`src/rtl/vga_timing_pkg.sv`:
```
// vga_timing_pkg: default 640x480@60 timing constants and a window helper shared by
// the generator and its benches.
package vga_timing_pkg;
  localparam int VGA_H_DISPLAY = 640;
  localparam int VGA_H_FRONT   = 16;
  localparam int VGA_H_SYNC    = 96;
  localparam int VGA_H_BACK    = 48;
  localparam int VGA_V_DISPLAY = 480;
  localparam int VGA_V_BOTTOM  = 10;
  localparam int VGA_V_SYNC    = 2;
  localparam int VGA_V_TOP     = 33;
  localparam int VGA_CNT_W     = 10;
  localparam int VGA_FRAME_W   = 8;
  function automatic logic in_win(input int v, input int lo, input int len);
    return v >= lo && v < lo + len;
  endfunction
endpackage

```
`src/rtl/vga_pix_div.sv`:
```
// vga_pix_div: pixel-enable divider, strobes tick on the last of every CLK_DIV enabled clocks.
module vga_pix_div #(
  parameter int CLK_DIV = 1
) (
  input  logic clk,
  input  logic rst_n,
  input  logic en,
  output logic tick
);
  localparam int DW = CLK_DIV > 1 ? $clog2(CLK_DIV) : 1;
  localparam logic [DW-1:0] LAST = DW'(CLK_DIV - 1);
  logic [DW-1:0] cnt;
  assign tick = en && cnt == LAST;
  always_ff @(posedge clk or negedge rst_n)
    if (!rst_n) cnt <= '0;
    else if (en) cnt <= tick ? '0 : cnt + 1'b1;
endmodule

```
`src/rtl/vga_timing_gen.sv`:
```
// vga_timing_gen: VGA raster counters with registered sync/blank flags aligned to hpos/vpos.
module vga_timing_gen import vga_timing_pkg::*; #(
  parameter int H_DISPLAY  = VGA_H_DISPLAY,
  parameter int H_FRONT    = VGA_H_FRONT,
  parameter int H_SYNC     = VGA_H_SYNC,
  parameter int H_BACK     = VGA_H_BACK,
  parameter int V_DISPLAY  = VGA_V_DISPLAY,
  parameter int V_BOTTOM   = VGA_V_BOTTOM,
  parameter int V_SYNC     = VGA_V_SYNC,
  parameter int V_TOP      = VGA_V_TOP,
  parameter bit H_SYNC_POL = 1'b0,
  parameter bit V_SYNC_POL = 1'b0,
  parameter int CLK_DIV    = 1,
  parameter int CNT_W      = VGA_CNT_W,
  parameter int FRAME_W    = VGA_FRAME_W
) (
  input  logic               clk,
  input  logic               rst_n,
  input  logic               en,
  output logic               hsync,
  output logic               vsync,
  output logic               display_on,
  output logic               hblank,
  output logic               vblank,
  output logic [CNT_W-1:0]   hpos,
  output logic [CNT_W-1:0]   vpos,
  output logic               pix_tick,
  output logic               line_start,
  output logic               frame_start,
  output logic [FRAME_W-1:0] frame_cnt
);
  localparam int H_TOTAL = H_DISPLAY + H_FRONT + H_SYNC + H_BACK;
  localparam int V_TOTAL = V_DISPLAY + V_BOTTOM + V_SYNC + V_TOP;
  localparam logic [CNT_W-1:0] H_LAST = CNT_W'(H_TOTAL - 1);
  localparam logic [CNT_W-1:0] V_LAST = CNT_W'(V_TOTAL - 1);
  localparam logic [CNT_W-1:0] H_VIS  = CNT_W'(H_DISPLAY);
  localparam logic [CNT_W-1:0] V_VIS  = CNT_W'(V_DISPLAY);
  logic             h_wrap, v_wrap;
  logic [CNT_W-1:0] h_nxt, v_nxt;
  vga_pix_div #(.CLK_DIV(CLK_DIV)) u_div (
    .clk  (clk),
    .rst_n(rst_n),
    .en   (en),
    .tick (pix_tick)
  );
  always_comb begin
    h_wrap = pix_tick && hpos == H_LAST;
    v_wrap = h_wrap && vpos == V_LAST;
    h_nxt  = h_wrap ? '0 : hpos + CNT_W'(pix_tick);
    v_nxt  = v_wrap ? '0 : vpos + CNT_W'(h_wrap);
  end
  // flags are derived from the next counter values so they land in the same cycle as hpos/vpos
  always_ff @(posedge clk or negedge rst_n)
    if (!rst_n) begin
      hpos        <= '0;
      vpos        <= '0;
      hsync       <= !H_SYNC_POL;
      vsync       <= !V_SYNC_POL;
      hblank      <= 1'b0;
      vblank      <= 1'b0;
      display_on  <= 1'b1;
      line_start  <= 1'b0;
      frame_start <= 1'b0;
      frame_cnt   <= '0;
    end else if (en) begin
      hpos        <= h_nxt;
      vpos        <= v_nxt;
      hsync       <= in_win(int'(h_nxt), H_DISPLAY + H_FRONT, H_SYNC) ? H_SYNC_POL : !H_SYNC_POL;
      vsync       <= in_win(int'(v_nxt), V_DISPLAY + V_BOTTOM, V_SYNC) ? V_SYNC_POL : !V_SYNC_POL;
      hblank      <= h_nxt >= H_VIS;
      vblank      <= v_nxt >= V_VIS;
      display_on  <= h_nxt < H_VIS && v_nxt < V_VIS;
      line_start  <= h_wrap;
      frame_start <= v_wrap;
      frame_cnt   <= frame_cnt + FRAME_W'(v_wrap);
    end
endmodule

```
`config.mk`:
```
export PLATFORM = sky130hd
export DESIGN_NAME = vga_timing_gen
export DESIGN_NICKNAME = d
export VERILOG_FILES = /design/src/rtl/vga_timing_pkg.sv /design/src/rtl/vga_pix_div.sv /design/src/rtl/vga_timing_gen.sv
export SDC_FILE = /design/constraint.sdc
export NUM_CORES = 1
export LEC_CHECK = 0
export ABC_CLOCK_PERIOD_IN_PS = 3950
export BUFFER_PORTS_ARGS = -buffer_cell sky130_fd_sc_hd__buf_2
export CORE_MARGIN = 5
export CORE_UTILIZATION = 55
export CTS_CLUSTER_DIAMETER = 80
export CTS_CLUSTER_SIZE = 12
export DETAILED_ROUTE_END_ITERATION = 8
export PLACE_DENSITY = 0.79
export RECOVER_POWER = 50
export SLEW_MARGIN = 5
export SYNTH_ARGS = -nofsm -noshare
export SYNTH_HDL_FRONTEND = slang
export SYNTH_SLANG_ARGS = --single-unit
```
`constraint.sdc`:
```
create_clock -name clk -period 3.95 [get_ports clk]
set_input_delay 0.5925 -clock clk [delete_from_list [all_inputs] [get_ports clk]]
set_output_delay 0.5925 -clock clk [all_outputs]
set_load 0.1 [all_outputs]
```
Word level (Yosys, flattened, before mapping)
Index checks and enable logic that the tools add are counted.
{"block": "totals", "out_inout_bits": 36, "inputBits": 3, "reg_bits": 36, "wordCells": 37}
{"block": "classes", "n_mux": 5, "bitwise": 1, "n_reduce_logical": 6, "order_cmp": 8, "eq_ne": 2, "add_sub_neg": 4}
{"cell": "adder 10 x 1 -> 10 bit", "n": 2}
{"cell": "equality test 10 bit, second input constant", "n": 2}
{"cell": ">= comparator 10 bit, second input constant", "n": 2}
{"cell": ">= comparator 10 x 9 -> 1 bit, second input constant", "n": 2}
{"cell": "less-than comparator 10 bit, second input constant", "n": 2}
{"cell": "less-than comparator 10 x 9 -> 1 bit, second input constant", "n": 2}
{"cell": "2-to-1 mux 10 bit", "n": 2}
{"cell": "adder 8 x 1 -> 8 bit", "n": 1}
{"cell": "logical AND 1 bit", "n": 6}
{"cell": "2-to-1 mux 1 bit", "n": 3}
{"cell": "adder 1 bit, second input constant", "n": 1}
{"cell": "NOT 1 bit", "n": 1}

Logic depth before layout (Yosys ltp)
{"block": "logic_depth", "ltp_word": 8, "ltp_mapped": 12, "depth_no_buf": 10}

Hierarchy
A second synthesis with hierarchy kept.
{"block": "hier_totals", "hier_cells": 204, "hier_area_um2": 2001.9}
{"mod": "vga_timing_gen", "n_inst": 1, "seq_area_each_um2": 879.6, "cells_per_inst": 201, "area_each_um2": 1961.9}
{"mod": "vga_pix_div", "n_inst": 1, "seq_area_each_um2": 25.0, "cells_per_inst": 3, "area_each_um2": 40.0}

Worst setup path before layout
No wires, ideal clock.
{"block": "synth_path", "path_type": "input -> register", "startpoint": "input port en", "endpoint": "register hsync", "required_ps": 3847, "arrival_ps": 4015, "setup_slack_ps": -169, "setup_time_ps": 103, "path_stages": 11, "path_buffers": 2, "cell_sequence": "buf_2 > inv_1 > clkbuf_1 > nor2_1 > ha_1 > ha_1 > nand2_1 > nor3_1 > nand2_1 > a2111oi_0 > a41oi_1"}
{"block": "synth_via", "elab_chain_cells": 6, "elab_cells_between_ends": 8, "cone_classes": "1 x add/sub; 2 x order compare; 2 x mux; 3 x reduce/logical"}
{"element": "start, declared", "line_no": "vga_timing_gen.sv:19", "rtl": "input logic en,"}
{"element": "logical AND 1 bit (*)", "line_no": "vga_pix_div.sv:13", "rtl": "assign tick = en && cnt == LAST;"}
{"element": "net pix_tick", "line_no": "vga_timing_gen.sv:27", "rtl": "output logic pix_tick,"}
{"element": "adder 10 x 1 -> 10 bit / logical AND 1 bit (equally long branches)", "line_no": "vga_timing_gen.sv:49, vga_timing_gen.sv:47"}
{"element": "2-to-1 mux 10 bit (*)", "line_no": "vga_timing_gen.sv:49", "rtl": "h_nxt = h_wrap ? '0 : hpos + CNT_W'(pix_tick);"}
{"element": ">= comparator 10 bit / less-than comparator 10 bit (equally long branches)", "line_no": "vga_timing_pkg.sv:15", "rtl": "return v >= lo && v < lo + len;"}
{"element": "logical AND 1 bit (*)", "line_no": "vga_timing_pkg.sv:15"}
{"element": "2-to-1 mux 1 bit (*)", "line_no": "vga_timing_gen.sv:68", "rtl": "hsync <= in_win(int'(h_nxt), H_DISPLAY + H_FRONT, H_SYNC) ? H_SYNC_POL : !H_SYNC_POL;"}
{"element": "end signal, assigned", "line_no": "vga_timing_gen.sv:57", "rtl": "hsync <= !H_SYNC_POL;"}
{"element": "end signal, assigned", "line_no": "vga_timing_gen.sv:68"}
{"element": "end, declared", "line_no": "vga_timing_gen.sv:20", "rtl": "output logic hsync,"}
Mark *: on every way through the listed nets, which the timed path passes. The rest lies on a longest branch.
A chain may end at the register's enable or synchronous reset.

Worst setup path after layout
{"block": "layout_path", "startpoint": "register hpos[7]", "endpoint": "register vblank"}
{"block": "layout_via", "elab_chain_cells": 5, "elab_cells_between_ends": 6, "cone_classes": "1 x add/sub; 1 x order compare; 1 x eq/ne; 1 x mux; 2 x reduce/logical"}
{"element": "start, declared", "line_no": "vga_timing_gen.sv:25", "rtl": "output logic [CNT_W-1:0] hpos,"}
{"element": "start signal, assigned", "line_no": "vga_timing_gen.sv:66", "rtl": "hpos <= h_nxt;"}
{"element": "equality test 10 bit (*)", "line_no": "vga_timing_gen.sv:47", "rtl": "h_wrap = pix_tick && hpos == H_LAST;"}
{"element": "logical AND 1 bit (*)", "line_no": "vga_timing_gen.sv:47"}
{"element": "net h_wrap", "line_no": "vga_timing_gen.sv:38", "rtl": "logic h_wrap, v_wrap;"}
{"element": "adder 10 x 1 -> 10 bit / logical AND 1 bit (equally long branches)", "line_no": "vga_timing_gen.sv:50, vga_timing_gen.sv:48"}
{"element": "2-to-1 mux 10 bit (*)", "line_no": "vga_timing_gen.sv:50", "rtl": "v_nxt = v_wrap ? '0 : vpos + CNT_W'(h_wrap);"}
{"element": ">= comparator 10 x 9 -> 1 bit (*)", "line_no": "vga_timing_gen.sv:71", "rtl": "vblank <= v_nxt >= V_VIS;"}
{"element": "end signal, assigned", "line_no": "vga_timing_gen.sv:60", "rtl": "vblank <= 1'b0;"}
{"element": "end signal, assigned", "line_no": "vga_timing_gen.sv:71"}
{"element": "end, declared", "line_no": "vga_timing_gen.sv:24", "rtl": "output logic vblank,"}
Marked as above.

==> results.txt <==
The post-route cell area is 2320 µm². The longest clock path from root to sink contains 2 buffers. After clock tree synthesis, the clock-pin slew on the worst setup and hold paths is 0.07 ns. Once the clock tree was built, the setup fixing pass inserted 0 buffers. Across the VDD grid, the largest voltage drop is 466 µV. The max-slew violation count came out at 37. The placed instance count is 288. The effective utilization at floorplan is 0.565.

The post-detailed-route DRC marker count came out at 0. The register area came out at 905 µm². The run finished, with violations left.

The post-synth net total came out at 221. The setup slack of the critical path after layout came out at 0.785 ns. The maximum clock skew at final layout is 0.00391 ns. For this run, the share of the core covered by cells in the final layout is 0.639. The number of buffers created by CTS came out at 5.

The number of standard-cell rows in the floorplan is 22. The start-to-end type of the worst setup path is register to register. The most common cell in the synthesized netlist is sky130_fd_sc_hd__dfrtp_1. The signal on the critical path passes through nand4b_1 > or4_1 > clkinv_4 > ha_1 > ha_1 > nand4_1 > nor4_1 > nor4_1 > a2111oi_2 > mux2_4.

Setup repair after global routing left no endpoint under its margin. The critical path arrival is 3.39 ns. The number of gates given a new drive strength after cts came out at 0. OpenSTA, run right after detailed placement, puts the worst setup slack at 0.803 ns.

The post-detailed-route via-to-cell ratio came out at 5.96. The count of synthesis-stage warnings from yosys is 0. The portion of the post-synthesis area used by sequential elements is 0.441.

The worst-case headroom to the max-slew limit came out at -0.250. The overall fraction of global-route tracks in use came out at 0.197. The cell area power density came out at 447 nW/µm². In this run the worst hold path is classified as register to register. The clock period minus final worst setup slack is 3.16 ns. Pin placement for this block handled 39 I/O pins. The slew at the pin closest to its max-slew limit came out at 1.87 ns. The number of synthesized flops with an enable pin came out at 0. The half-perimeter wire length after placement came out at 3190 µm. The via count of the routed design came out at 1,758. The leakage component of the power came out at 1.09 nW. The count of nets after finishing came out at 256.

The clock insertion delay at the later pin of the skew report came out at 0.28 ns. The number of antenna cells inserted came out at 0. The standard cell with the maximum stage delay on the critical path is sky130_fd_sc_hd__or4_1.

After synthesis, the mean cell area works out to 9.68 µm². For this design, the sink count on the clock tree is 36. The nature of the critical path startpoint is a register.

The wire length of the first global-routing pass came out at 7940 µm. The met1 wire length came out at 2180 µm. The highest achievable clock rate came out at 0.316 GHz. The synthesized netlist occupies a cell area of 2050 µm². The via count of the first global-routing pass came out at 1,674.

Once placement finished, the instance area stood at 2250 µm². The hold buffer count at cts came out at 0. The uppermost layer routed is met4. The final global-route overflow total is 0. The die outline area came out at 5050 µm². The number of levels in the clock H-tree is 2. The area of the multi-input gates came out at 1020 µm². The worst setup path is captured at a register. The gate count after technology mapping is 212. In the final routed layout, each cell accounts on average for 15.6 µm. The count of antenna-violating nets left after detailed routing is 0. The number of buffers added on ports came out at 38. Measured along the y axis, the die boundary spans 71.1 µm. The number of unique standard cell types used by synthesis is 50. The max capacitance violation total is 1. The proportion of register bits with asynchronous set or reset after synthesis is 1.00.

The final wirelength came out at 4600 µm. The final hold violation count came out at 0. After filler insertion, the fill cell instance count of the layout stands at 329. Ranked by total cell area, the synthesized netlist is headed by sky130_fd_sc_hd__dfrtp_1 (40%), sky130_fd_sc_hd__dfstp_2 (3.8%), sky130_fd_sc_hd__ha_1 (3.7%).

The number of standard cells in the layout, taps in and fillers out is 295. The final sum of negative setup slack came out at 0 ns. The number of iterations in the first detailed-routing pass came out at 4. The number of antenna violations at the first check in global routing came out at 0. In this run the standard cell core region covers 3630 µm². The wire length on met2 is 2030 µm. Of the cells placed in the final design, the portion with a size suffix greater than 1 is 0.182. By count the netlist is led by sky130_fd_sc_hd__dfrtp_1 (33), sky130_fd_sc_hd__nand2_1 (16), sky130_fd_sc_hd__nor2_1 (13). The proportion of netlist area held by the largest area contributor came out at 0.402. The area overhead of the layout relative to synthesis came out at 13.2%. In this design, the stage delay of the slowest critical-path cell is 0.68 ns. The checks that failed: capacitance limit, slew limit. Routability-driven placement finished with a final weighted congestion of 0.881. In this run the horizontal extent of the chip is 71.1 µm. Of the available clock period, the critical path in the final layout requires 0.801. The synthesized flop and latch total is 36. The root buffer selected by CTS is sky130_fd_sc_hd__clkbuf_8. The maximum number of pins on one net before global-route repair came out at 37. The cell type contributing the most total cell area after synthesis is sky130_fd_sc_hd__dfrtp_1. The most used flip-flop cell after synthesis is sky130_fd_sc_hd__dfrtp_1. Of all nets on the critical path, the largest fanout is 11.

In the detailed route, the total length drawn on met3 is 339 µm. Setup violations remaining at the end of the flow were counted as 0. The detailed router finished its first iteration with 152 violations. STA puts the critical path data required time at 4.17 ns.

TritonCTS built the clock tree.
## where the power goes
part | internal, mW | leakage, nW | switching [mW]
sequential | 0.395 | 0.458 | 0.0401
clock | 0.155 | 0.0503 | 0.124
combinational | 0.0557 | 0.581 | 0.268
total | 0.606 | 1.09 | 0.432
## placed cells by master, fill, tap and decap left out, types with 2 or more instances in the layout
cell | netlist | final
sky130_fd_sc_hd__or4_1 | 1 | 2
sky130_fd_sc_hd__buf_4 | 0 | 2
sky130_fd_sc_hd__nand4b_1 | 3 | 3
sky130_fd_sc_hd__o31ai_1 | 5 | 5
sky130_fd_sc_hd__xnor2_1 | 8 | 8
sky130_fd_sc_hd__nand2_1 | 16 | 16
sky130_fd_sc_hd__xor2_1 | 5 | 5
sky130_fd_sc_hd__nand4_1 | 6 | 6
sky130_fd_sc_hd__o2bb2ai_1 | 3 | 3
sky130_fd_sc_hd__o21ai_0 | 12 | 12
sky130_fd_sc_hd__or3_1 | 2 | 2
sky130_fd_sc_hd__and3_1 | 6 | 6
sky130_fd_sc_hd__nor3_1 | 7 | 7
sky130_fd_sc_hd__inv_1 | 11 | 11
sky130_fd_sc_hd__or2_1 | 2 | 2
sky130_fd_sc_hd__nor2_1 | 13 | 12
sky130_fd_sc_hd__nand3_1 | 10 | 10
sky130_fd_sc_hd__o22ai_1 | 3 | 3
sky130_fd_sc_hd__clkbuf_1 | 6 | 15
sky130_fd_sc_hd__nand2b_1 | 3 | 3
sky130_fd_sc_hd__dfrtp_1 | 33 | 33
sky130_fd_sc_hd__mux2_2 | 3 | 3
sky130_fd_sc_hd__a21o_1 | 4 | 4
sky130_fd_sc_hd__clkbuf_8 | 0 | 7
sky130_fd_sc_hd__buf_2 | 3 | 23
sky130_fd_sc_hd__dfstp_2 | 3 | 3
sky130_fd_sc_hd__a21oi_1 | 7 | 7
sky130_fd_sc_hd__nor3b_1 | 2 | 2
sky130_fd_sc_hd__nor4_1 | 4 | 4
sky130_fd_sc_hd__ha_1 | 6 | 6
sky130_fd_sc_hd__o221ai_1 | 2 | 2
## registers in the layout, indices dropped and copies added, names as in the netlist
| name | flops |
|---|---|
| display_on | 1 |
| frame_cnt | 8 |
| frame_start | 1 |
| hblank | 1 |
| hpos | 10 |
| hsync | 1 |
| line_start | 1 |
| u_div.cnt | 1 |
| vblank | 1 |
| vpos | 10 |
| vsync | 1 |
## final timing paths
path | start | endpoint | slack [ns] | depth (start not counted)
worst max-delay path | hpos[7] | vblank | 0.79 | 10
worst min-delay path | frame_cnt[7] | frame_cnt[7] | 0.47 | 1
worst max register to register | hpos[7] | vblank | 0.79 | 10
worst min register to register | frame_cnt[7] | frame_cnt[7] | 0.47 | 1
max in group asynchronous | rst_n | frame_cnt[0] | 2.06 | 1
min in group asynchronous | rst_n | vpos[1] | 0.82 | 1
## worst max-delay path, delay by kind of cell (launching register included)
family          cells  cell delay, ns
compound gates      1            0.29
fa+ha+maj           2            0.48
buf+inv             1            0.16
flops               1            0.48
mux                 1            0.22
simple gates        5            1.48
## final cells by class
class                           count  share of cell area
Clock buffer                        7              0.0415
Inverter                           13              0.0253
Multi-Input combinational cell    151               0.437
Sequential cell                    36               0.390
Tap cell                           48              0.0259
Timing Repair Buffer               40              0.0803
## cell families (layout without fill, tap and decap cells)
logic type                 count (synthesis)  after routing  synth area share
buffers and inverters                     25             60            0.0634
adders and majority gates                  6              6            0.0366
AOI/OAI and AO/OA                         46             46             0.155
DFF                                       36             36             0.441
muxes                                      4              4            0.0238
xor gates and xnor gates                  13             13            0.0555
and+or+nand+nor                           82             82             0.225
## through the flow
step	hold WS, ns	power, mW
2_1_floorplan	0.297	0.705
3_3_place_gp	0.452	0.764
3_5_place_dp	0.453	0.767
4_1_cts	0.411	1.05
5_1_grt	0.501	1.09
6_report	0.466	1.04
## routing by layer
metal / GRT usage / up-vias
met5: 0 / -
li1: - / 842
met4: 0.0626 / 0
met2: 0.278 / 68
met3: 0.0625 / 5
met1: 0.286 / 843
Power figures use the tool's default switching activity.
